`config.mk`:
```
export PLATFORM = sky130hd
export DESIGN_NAME = tinyqv_mem_arbiter_flat
export DESIGN_NICKNAME = d
export VERILOG_FILES = /design/src/rtl/tinyqv_mem_arbiter_pkg.sv /design/src/rtl/tinyqv_mem_arbiter_if.sv /design/src/rtl/tinyqv_rdata_assembler.sv /design/src/rtl/tinyqv_mem_arbiter.sv /design/src/flat_wrapper.sv
export SDC_FILE = /design/constraint.sdc
export NUM_CORES = 1
export LEC_CHECK = 0
export BUFFER_PORTS_ARGS = -buffer_cell sky130_fd_sc_hd__buf_2
export CAP_MARGIN = 10
export CELL_PAD_IN_SITES_DETAIL_PLACEMENT = 0
export CELL_PAD_IN_SITES_GLOBAL_PLACEMENT = 2
export CORE_MARGIN = 2
export CORE_UTILIZATION = 27
export CTS_CLUSTER_DIAMETER = 30
export DETAILED_ROUTE_END_ITERATION = 6
export MAX_ROUTING_LAYER = met4
export PLACE_DENSITY = 0.88
export SKIP_LAST_GASP = 1
export SYNTH_ARGS = -nofsm -noshare
export SYNTH_HDL_FRONTEND = slang
export SYNTH_SLANG_ARGS = --single-unit
```
`constraint.sdc`:
```
create_clock -name clk -period 1.95 [get_ports clk]
set_input_delay 0 -clock clk [delete_from_list [all_inputs] [get_ports clk]]
set_output_delay 0 -clock clk [all_outputs]
set_load 0.02 [all_outputs]
```
`src/rtl/tinyqv_mem_arbiter_pkg.sv`:
```
// Shared encodings for the tinyqv memory arbiter: controller transfer sizes
// and the arbiter FSM state set.
package tinyqv_mem_pkg;

  localparam logic [1:0] MEM_SZ_B      = 2'd0;
  localparam logic [1:0] MEM_SZ_H      = 2'd1;
  localparam logic [1:0] MEM_SZ_W      = 2'd2;
  localparam logic [1:0] MEM_SZ_STREAM = 2'd3;

  typedef enum logic [2:0] {
    IDLE,
    I_REQ,
    I_RUN,
    I_STOP,
    D_REQ,
    D_WAIT,
    D_CONT
  } state_t;

  function automatic logic is_data_req(input logic [1:0] read_n, input logic [1:0] write_n);
    return (read_n != 2'b11) || (write_n != 2'b11);
  endfunction

endpackage

```
`src/rtl/tinyqv_mem_arbiter_if.sv`:
```
// Command/stream bus between the arbiter (master) and the flash/PSRAM
// controller (slave).
interface tinyqv_mem_arbiter_if #(
  parameter int ADDR_BITS = 25
) ();
  logic                 req;
  logic                 ack;
  logic [ADDR_BITS-1:0] addr;
  logic                 wr;
  logic [1:0]           size;
  logic [31:0]          wdata;
  logic                 stall;
  logic                 stop;
  logic [15:0]          rdata;
  logic                 rvalid;
  logic                 wdone;
  logic                 idle;

  modport master (
    output req, addr, wr, size, wdata, stall, stop,
    input  ack, rdata, rvalid, wdone, idle
  );

  modport slave (
    input  req, addr, wr, size, wdata, stall, stop,
    output ack, rdata, rvalid, wdone, idle
  );
endinterface

```
`src/rtl/tinyqv_rdata_assembler.sv`:
```
// Collects one or two 16-bit read beats into a 32-bit zero-extended word;
// the output word only changes when the final beat of a read lands.
module tinyqv_rdata_assembler
  import tinyqv_mem_pkg::*;
(
  input  logic        clk,
  input  logic        rstn,
  input  logic        start,
  input  logic        beat,
  input  logic [1:0]  size,
  input  logic [15:0] rdata,
  output logic [31:0] data,
  output logic        done
);

  logic        count_reg;
  logic [15:0] lo_reg;
  logic [31:0] data_reg;
  logic        done_reg;
  logic [15:0] beat_lo;

  assign beat_lo = (size == MEM_SZ_B) ? {8'h00, rdata[7:0]} : rdata;

  always_ff @(posedge clk) begin
    if (!rstn) begin
      count_reg <= 1'b0;
      lo_reg    <= '0;
      data_reg  <= '0;
      done_reg  <= 1'b0;
    end else begin
      done_reg <= 1'b0;
      if (start) begin
        count_reg <= 1'b0;
      end else if (beat) begin
        if (size == MEM_SZ_W && !count_reg) begin
          lo_reg    <= rdata;
          count_reg <= 1'b1;
        end else if (size == MEM_SZ_W) begin
          data_reg  <= {rdata, lo_reg};
          count_reg <= 1'b0;
          done_reg  <= 1'b1;
        end else begin
          data_reg <= {16'h0000, beat_lo};
          done_reg <= 1'b1;
        end
      end
    end
  end

  assign data = data_reg;
  assign done = done_reg;

endmodule

```
`src/rtl/tinyqv_mem_arbiter.sv`:
```
// Shares one streaming memory controller between instruction fetch and data
// load/store; data accesses preempt a running instruction stream.
module tinyqv_mem_arbiter
  import tinyqv_mem_pkg::*;
#(
  parameter int ADDR_BITS    = 25,
  parameter int CONT_TIMEOUT = 4
) (
  input  logic        clk,
  input  logic        rstn,
  input  logic [23:1] instr_addr,
  input  logic        instr_fetch_restart,
  input  logic        instr_fetch_stall,
  output logic        instr_fetch_started,
  output logic        instr_fetch_stopped,
  output logic [15:0] instr_data_in,
  output logic        instr_ready,
  input  logic [27:0] data_addr,
  input  logic [1:0]  data_write_n,
  input  logic [1:0]  data_read_n,
  input  logic [31:0] data_out,
  input  logic        data_continue,
  output logic        data_ready,
  output logic [31:0] data_in,
  tinyqv_mem_arbiter_if.master mem
);

  localparam int TW = $clog2(CONT_TIMEOUT + 1);

  state_t               state_reg, state_next;
  logic [TW-1:0]        timer_reg, timer_next;
  logic [ADDR_BITS-1:0] req_addr_reg;
  logic                 req_wr_reg;
  logic [1:0]           req_size_reg;
  logic [31:0]          req_wdata_reg;
  logic                 req_cont_reg;
  logic                 data_req, latch_req;
  logic                 asm_start, asm_beat, asm_done, access_done;
  logic                 unused_addr;

  assign data_req    = is_data_req(data_read_n, data_write_n);
  assign unused_addr = &{1'b0, data_addr[27:ADDR_BITS]};

  always_comb begin
    state_next          = state_reg;
    timer_next          = timer_reg;
    latch_req           = 1'b0;
    asm_start           = 1'b0;
    asm_beat            = 1'b0;
    access_done         = 1'b0;
    mem.req             = 1'b0;
    mem.addr            = '0;
    mem.wr              = 1'b0;
    mem.size            = MEM_SZ_B;
    mem.wdata           = '0;
    mem.stall           = 1'b0;
    mem.stop            = 1'b0;
    instr_fetch_started = 1'b0;
    instr_fetch_stopped = 1'b0;
    instr_ready         = 1'b0;
    instr_data_in       = '0;
    data_ready          = 1'b0;
    case (state_reg)
      IDLE: begin
        if (data_req) begin
          state_next = D_REQ;
          latch_req  = 1'b1;
        end else if (instr_fetch_restart) begin
          state_next = I_REQ;
        end
      end
      I_REQ: begin
        mem.req  = 1'b1;
        mem.size = MEM_SZ_STREAM;
        mem.addr = ADDR_BITS'({instr_addr, 1'b0});
        if (mem.ack) begin
          instr_fetch_started = 1'b1;
          state_next          = I_RUN;
        end
      end
      I_RUN: begin
        mem.stall = instr_fetch_stall;
        // A beat arriving alongside a preempting request is still delivered.
        if (mem.rvalid) begin
          instr_ready   = 1'b1;
          instr_data_in = mem.rdata;
        end
        if (data_req || instr_fetch_restart) state_next = I_STOP;
      end
      I_STOP: begin
        mem.stop = 1'b1;
        if (mem.idle) begin
          instr_fetch_stopped = 1'b1;
          if (data_req) begin
            state_next = D_REQ;
            latch_req  = 1'b1;
          end else begin
            state_next = IDLE;
          end
        end
      end
      D_REQ: begin
        mem.req   = 1'b1;
        mem.addr  = req_addr_reg;
        mem.wr    = req_wr_reg;
        mem.size  = req_size_reg;
        mem.wdata = req_wdata_reg;
        if (mem.ack) begin
          asm_start  = 1'b1;
          state_next = D_WAIT;
        end
      end
      D_WAIT: begin
        if (req_wr_reg) begin
          access_done = mem.wdone;
        end else begin
          asm_beat    = mem.rvalid && !asm_done;
          access_done = asm_done;
        end
        if (access_done) begin
          data_ready = 1'b1;
          timer_next = '0;
          state_next = req_cont_reg ? D_CONT : IDLE;
        end
      end
      D_CONT: begin
        if (data_req) begin
          state_next = D_REQ;
          latch_req  = 1'b1;
        end else if (timer_reg >= TW'(CONT_TIMEOUT - 1)) begin
          state_next = IDLE;
        end else if (timer_reg != TW'(CONT_TIMEOUT)) begin
          timer_next = timer_reg + 1'b1;
        end
      end
      default: state_next = IDLE;
    endcase
  end

  always_ff @(posedge clk) begin
    if (!rstn) begin
      state_reg     <= IDLE;
      timer_reg     <= '0;
      req_addr_reg  <= '0;
      req_wr_reg    <= 1'b0;
      req_size_reg  <= MEM_SZ_B;
      req_wdata_reg <= '0;
      req_cont_reg  <= 1'b0;
    end else begin
      state_reg <= state_next;
      timer_reg <= timer_next;
      // Request fields are frozen here so later CPU changes cannot leak in.
      if (latch_req) begin
        req_addr_reg  <= data_addr[ADDR_BITS-1:0];
        req_wr_reg    <= (data_write_n != 2'b11);
        req_size_reg  <= (data_write_n != 2'b11) ? data_write_n : data_read_n;
        req_wdata_reg <= data_out;
        req_cont_reg  <= data_continue;
      end
    end
  end

  tinyqv_rdata_assembler u_rdata (
    .clk   (clk),
    .rstn  (rstn),
    .start (asm_start),
    .beat  (asm_beat),
    .size  (req_size_reg),
    .rdata (mem.rdata),
    .data  (data_in),
    .done  (asm_done)
  );

endmodule

```
`src/flat_wrapper.sv`:
```
// flat-port wrapper written by rule: the top's interface ports become plain ports
module tinyqv_mem_arbiter_flat import tinyqv_mem_pkg::*;
#(
  parameter int ADDR_BITS    = 25,
  parameter int CONT_TIMEOUT = 4
)
  (clk, rstn, instr_addr, instr_fetch_restart, instr_fetch_stall, instr_fetch_started, instr_fetch_stopped, instr_data_in, instr_ready, data_addr, data_write_n, data_read_n, data_out, data_continue, data_ready, data_in, mem_req, mem_addr, mem_wr, mem_size, mem_wdata, mem_stall, mem_stop, mem_ack, mem_rdata, mem_rvalid, mem_wdone, mem_idle);
  tinyqv_mem_arbiter_if #(.ADDR_BITS(ADDR_BITS)) mem_i ();
  input  logic clk;
  input  logic rstn;
  input  logic [23:1] instr_addr;
  input  logic instr_fetch_restart;
  input  logic instr_fetch_stall;
  output logic instr_fetch_started;
  output logic instr_fetch_stopped;
  output logic [15:0] instr_data_in;
  output logic instr_ready;
  input  logic [27:0] data_addr;
  input  logic [1:0] data_write_n;
  input  logic [1:0] data_read_n;
  input  logic [31:0] data_out;
  input  logic data_continue;
  output logic data_ready;
  output logic [31:0] data_in;
  output wire logic [$bits(mem_i.req)-1:0] mem_req;
  output wire logic [$bits(mem_i.addr)-1:0] mem_addr;
  output wire logic [$bits(mem_i.wr)-1:0] mem_wr;
  output wire logic [$bits(mem_i.size)-1:0] mem_size;
  output wire logic [$bits(mem_i.wdata)-1:0] mem_wdata;
  output wire logic [$bits(mem_i.stall)-1:0] mem_stall;
  output wire logic [$bits(mem_i.stop)-1:0] mem_stop;
  input wire logic [$bits(mem_i.ack)-1:0] mem_ack;
  input wire logic [$bits(mem_i.rdata)-1:0] mem_rdata;
  input wire logic [$bits(mem_i.rvalid)-1:0] mem_rvalid;
  input wire logic [$bits(mem_i.wdone)-1:0] mem_wdone;
  input wire logic [$bits(mem_i.idle)-1:0] mem_idle;
  assign mem_req = mem_i.req;
  assign mem_addr = mem_i.addr;
  assign mem_wr = mem_i.wr;
  assign mem_size = mem_i.size;
  assign mem_wdata = mem_i.wdata;
  assign mem_stall = mem_i.stall;
  assign mem_stop = mem_i.stop;
  assign mem_i.ack = mem_ack;
  assign mem_i.rdata = mem_rdata;
  assign mem_i.rvalid = mem_rvalid;
  assign mem_i.wdone = mem_wdone;
  assign mem_i.idle = mem_idle;
  tinyqv_mem_arbiter #(.ADDR_BITS(ADDR_BITS), .CONT_TIMEOUT(CONT_TIMEOUT)) u_core (.clk(clk), .rstn(rstn), .instr_addr(instr_addr), .instr_fetch_restart(instr_fetch_restart), .instr_fetch_stall(instr_fetch_stall), .instr_fetch_started(instr_fetch_started), .instr_fetch_stopped(instr_fetch_stopped), .instr_data_in(instr_data_in), .instr_ready(instr_ready), .data_addr(data_addr), .data_write_n(data_write_n), .data_read_n(data_read_n), .data_out(data_out), .data_continue(data_continue), .data_ready(data_ready), .data_in(data_in), .mem(mem_i));
endmodule
```
==> run metrics <==
crit path capture type=output pin; nets@finish=1072; yosys warns=0; period utilisation layout=between 90% and 100%; DR vias=around 5900; Inserted Clock Buffers=17; Async S/R FF share, synth=0%; CP startpoint kind=register; worst-path cell chain=buf_4 > nor3b_4 > buf_4 > clkbuf_16 > and2_1 > buf_2; CTS Buffer Depth=2; Post-DRT Antenna Nets=0; largest net degree at the start of global routing=62; Mapped Avg Cell Area=about 8.6 sq um; number of synthesized register bits=117; crit path buf inv count=4; delay-heaviest family, CP=buffers and inverters; Area Growth Syn to Fin=52.5%; CTS tree=built; Worst path slowest cell=dfxtp_1; RSZ-0062 raised after global routing=yes; multiplexer area fraction after synthesis=roughly 4.1%; vias per inst=4.70; largest family of logic cells by synthesized area=compound AO/OA/AOI/OAI gates; Peak supply drop=between 0.7 and 0.8 mV; pwr/cell area=around 1300 nW/um^2; Netlist Area Pre-Place=5670 sq um; global-route wire length before repair=29.8 mm; number of DRC markers in iteration 0=215; Design Power=approximately 11 mW; Initial Utilization=approximately 27%; IO Port Bufs=223; post-DP HPWL=12.2 mm; fmax=0.534 GHz; area leader, netlist=dfxtp_1; XOR/XNOR Fraction of Synth Area=0%; number of flops mapped to enable cells by yosys=0; Max-cap violations=0; CP Data Required Time=between 1.5 and 2 ns; Tmin final=1.87 ns; row count=53; DR WL/cell=15.2 um; Adder-Cell Fraction of Synth Area=less than 1%; Leakage=3.86 nW; post-route cell area=roughly 8600 sq um; Final Hold Vio Count=0; grt ovf=0; Core Footprint=20800 sq um; Worst slew margin=55.0%; CTS Sinks=117; critical path peak fanout=27; CTS root buffer=clkbuf_16; post-synth cell types=49; post-synthesis compound-gate area fraction=24.8%; Placed Area=just over 7000 sq um; Clock transition at path regs=about 0.06 ns; syn_nets=777; chip height=149 um; H-tree levels=4; run status=completed; slew at the pin with the worst max-slew slack=between 0.6 and 0.7 ns; most frequent CP cell=buf_4; top cell type's share of synthesized area=41.3%; gpl congestion=0.755; Pre-antenna DRT Iters=6; sequential fraction of the synthesis area=41.3%; Synth Area in Simple Gates=between 20% and 30%; Worst path max stage delay=~0.38 ns; Clock Skews=roughly 0.0067 ns; Hold Crit Class=in2reg; initial antenna violation count=0; num ports=227; gr usage total=17.3%; Final Max Slew Viols=0; top-count cell post-synth=dfxtp_1; Synth area leaders=dfxtp_1 (41%), a21boi_0 (8.2%), nand3_1 (6.6%); Cells after Synth=662; die width=149 um; share of cells above drive strength 1=32.8%; clk_lat worst skew=0.41 ns; worst path arrival time=1.87 ns; Residual DRC=0; top_reg_cell synth=dfxtp_1; Post-synth top cells=dfxtp_1 (117), nand3_1 (75), o21ai_0 (65); drt total wl=18.9 mm; setup violation total in the final timing report=0; vias in the first global route=about 5700; WS Path Type=reg2out; die area=between 20000 and 25000 sq um
==> placed cells by master (no fill, tap or decap), types with 4 or more instances in the layout <==
| master | count |
|---|---|
| a21boi_0 | 62 |
| a21oi_1 | 15 |
| a22o_1 | 23 |
| a311oi_2 | 5 |
| a32oi_1 | 8 |
| and2_1 | 37 |
| and3_1 | 12 |
| and3_2 | 7 |
| buf_12 | 6 |
| buf_2 | 223 |
| buf_4 | 29 |
| clkbuf_16 | 18 |
| dfxtp_1 | 115 |
| dlygate4sd3_1 | 79 |
| inv_1 | 11 |
| mux2i_1 | 23 |
| nand2_1 | 59 |
| nand3_1 | 75 |
| nor2_1 | 14 |
| nor2b_1 | 19 |
| nor3_1 | 4 |
| o21ai_0 | 65 |
==> power by group <==
part           internal, mW  switching (mW)
clock                  2.07            1.15
sequential             2.86           0.252
combinational          1.83            2.76
==> metrics by stage <==
step / utilization (%) / hold WS, ns / std cells / TNS [ns] / worst slack (ns)
6_report: 41.5 / 0.0389 / 1246 / 0 / 0.0775
5_1_grt: 41.5 / 0.0682 / 1245 / -0.0180 / -0.0112
4_1_cts: 41.3 / 0.0224 / 1242 / -0.00128 / -0.00111
3_5_place_dp: 34.4 / 0.247 / 1130 / 0 / 0.107
3_3_place_gp: 34.4 / 0.246 / 1130 / 0 / 0.161
2_1_floorplan: - / 0.0989 / 662 / 0 / 0.238
==> worst register-to-register path: cells and delay by family (launching register included) <==
kind	cells	cell delay [ns]
buf+inv	2	0.42
compound gates	2	0.49
simple gates	2	0.47
flops	1	0.31
==> cell families (layout without fill, tap and decap cells) <==
family,Yosys count,after routing
AOI/OAI and AO/OA,198,198
adders and majority gates,3,3
buffers and inverters,75,382
DFF,117,117
muxes,23,23
other,0,1
and+or+nand+nor,246,247
==> path summary, 6_finish.rpt <==
kind | depth (start not counted) | end | startpoint | slack (ns)
max | 6 | mem_wdata[7] | u_core.state_reg[2] | 0.08
min | 3 | u_core.req_size_reg[1] | data_read_n[1] | 0.04
min reg2reg | 2 | u_core.u_rdata.data[17] | u_core.u_rdata.data[17] | 0.45
max reg2reg | 6 | u_core.u_rdata.data[5] | u_core.req_wr_reg | 0.17
==> cell type report <==
| cell class | count | area (sq um) |
|---|---|---|
| inverter | 11 | 41.3 |
| sequential | 117 | 2340 |
| multi-input combinational | 471 | 3020 |
| clock buffer | 20 | 457 |
| clock inverter | 12 | 154 |
| tap | 275 | 344 |
| antenna | 1 | 2.50 |
| fill | 2130 | 12200 |
| timing repair buffer | 339 | 2280 |
==> per-layer routing <==
metal	vias up	track usage [%]	share of wire, %
met3	20	3.12	3.4
met1	2767	20.9	45
met5	-	-	0
met4	0	5.38	1.3
li1	2956	-	-
met2	112	29.2	50
==> repair_timing <==
action / CTS / global route
pin swaps: 0 / 1
buffers inserted: 0 / 2
cloned: 1 / 1
hold buffers: 79 / 0
setup endpoints to repair: 42 / 68
hold endpoints to repair: 109 / 0
gates resized for setup: 4 / 2
(Power assumes the default switching activity.)
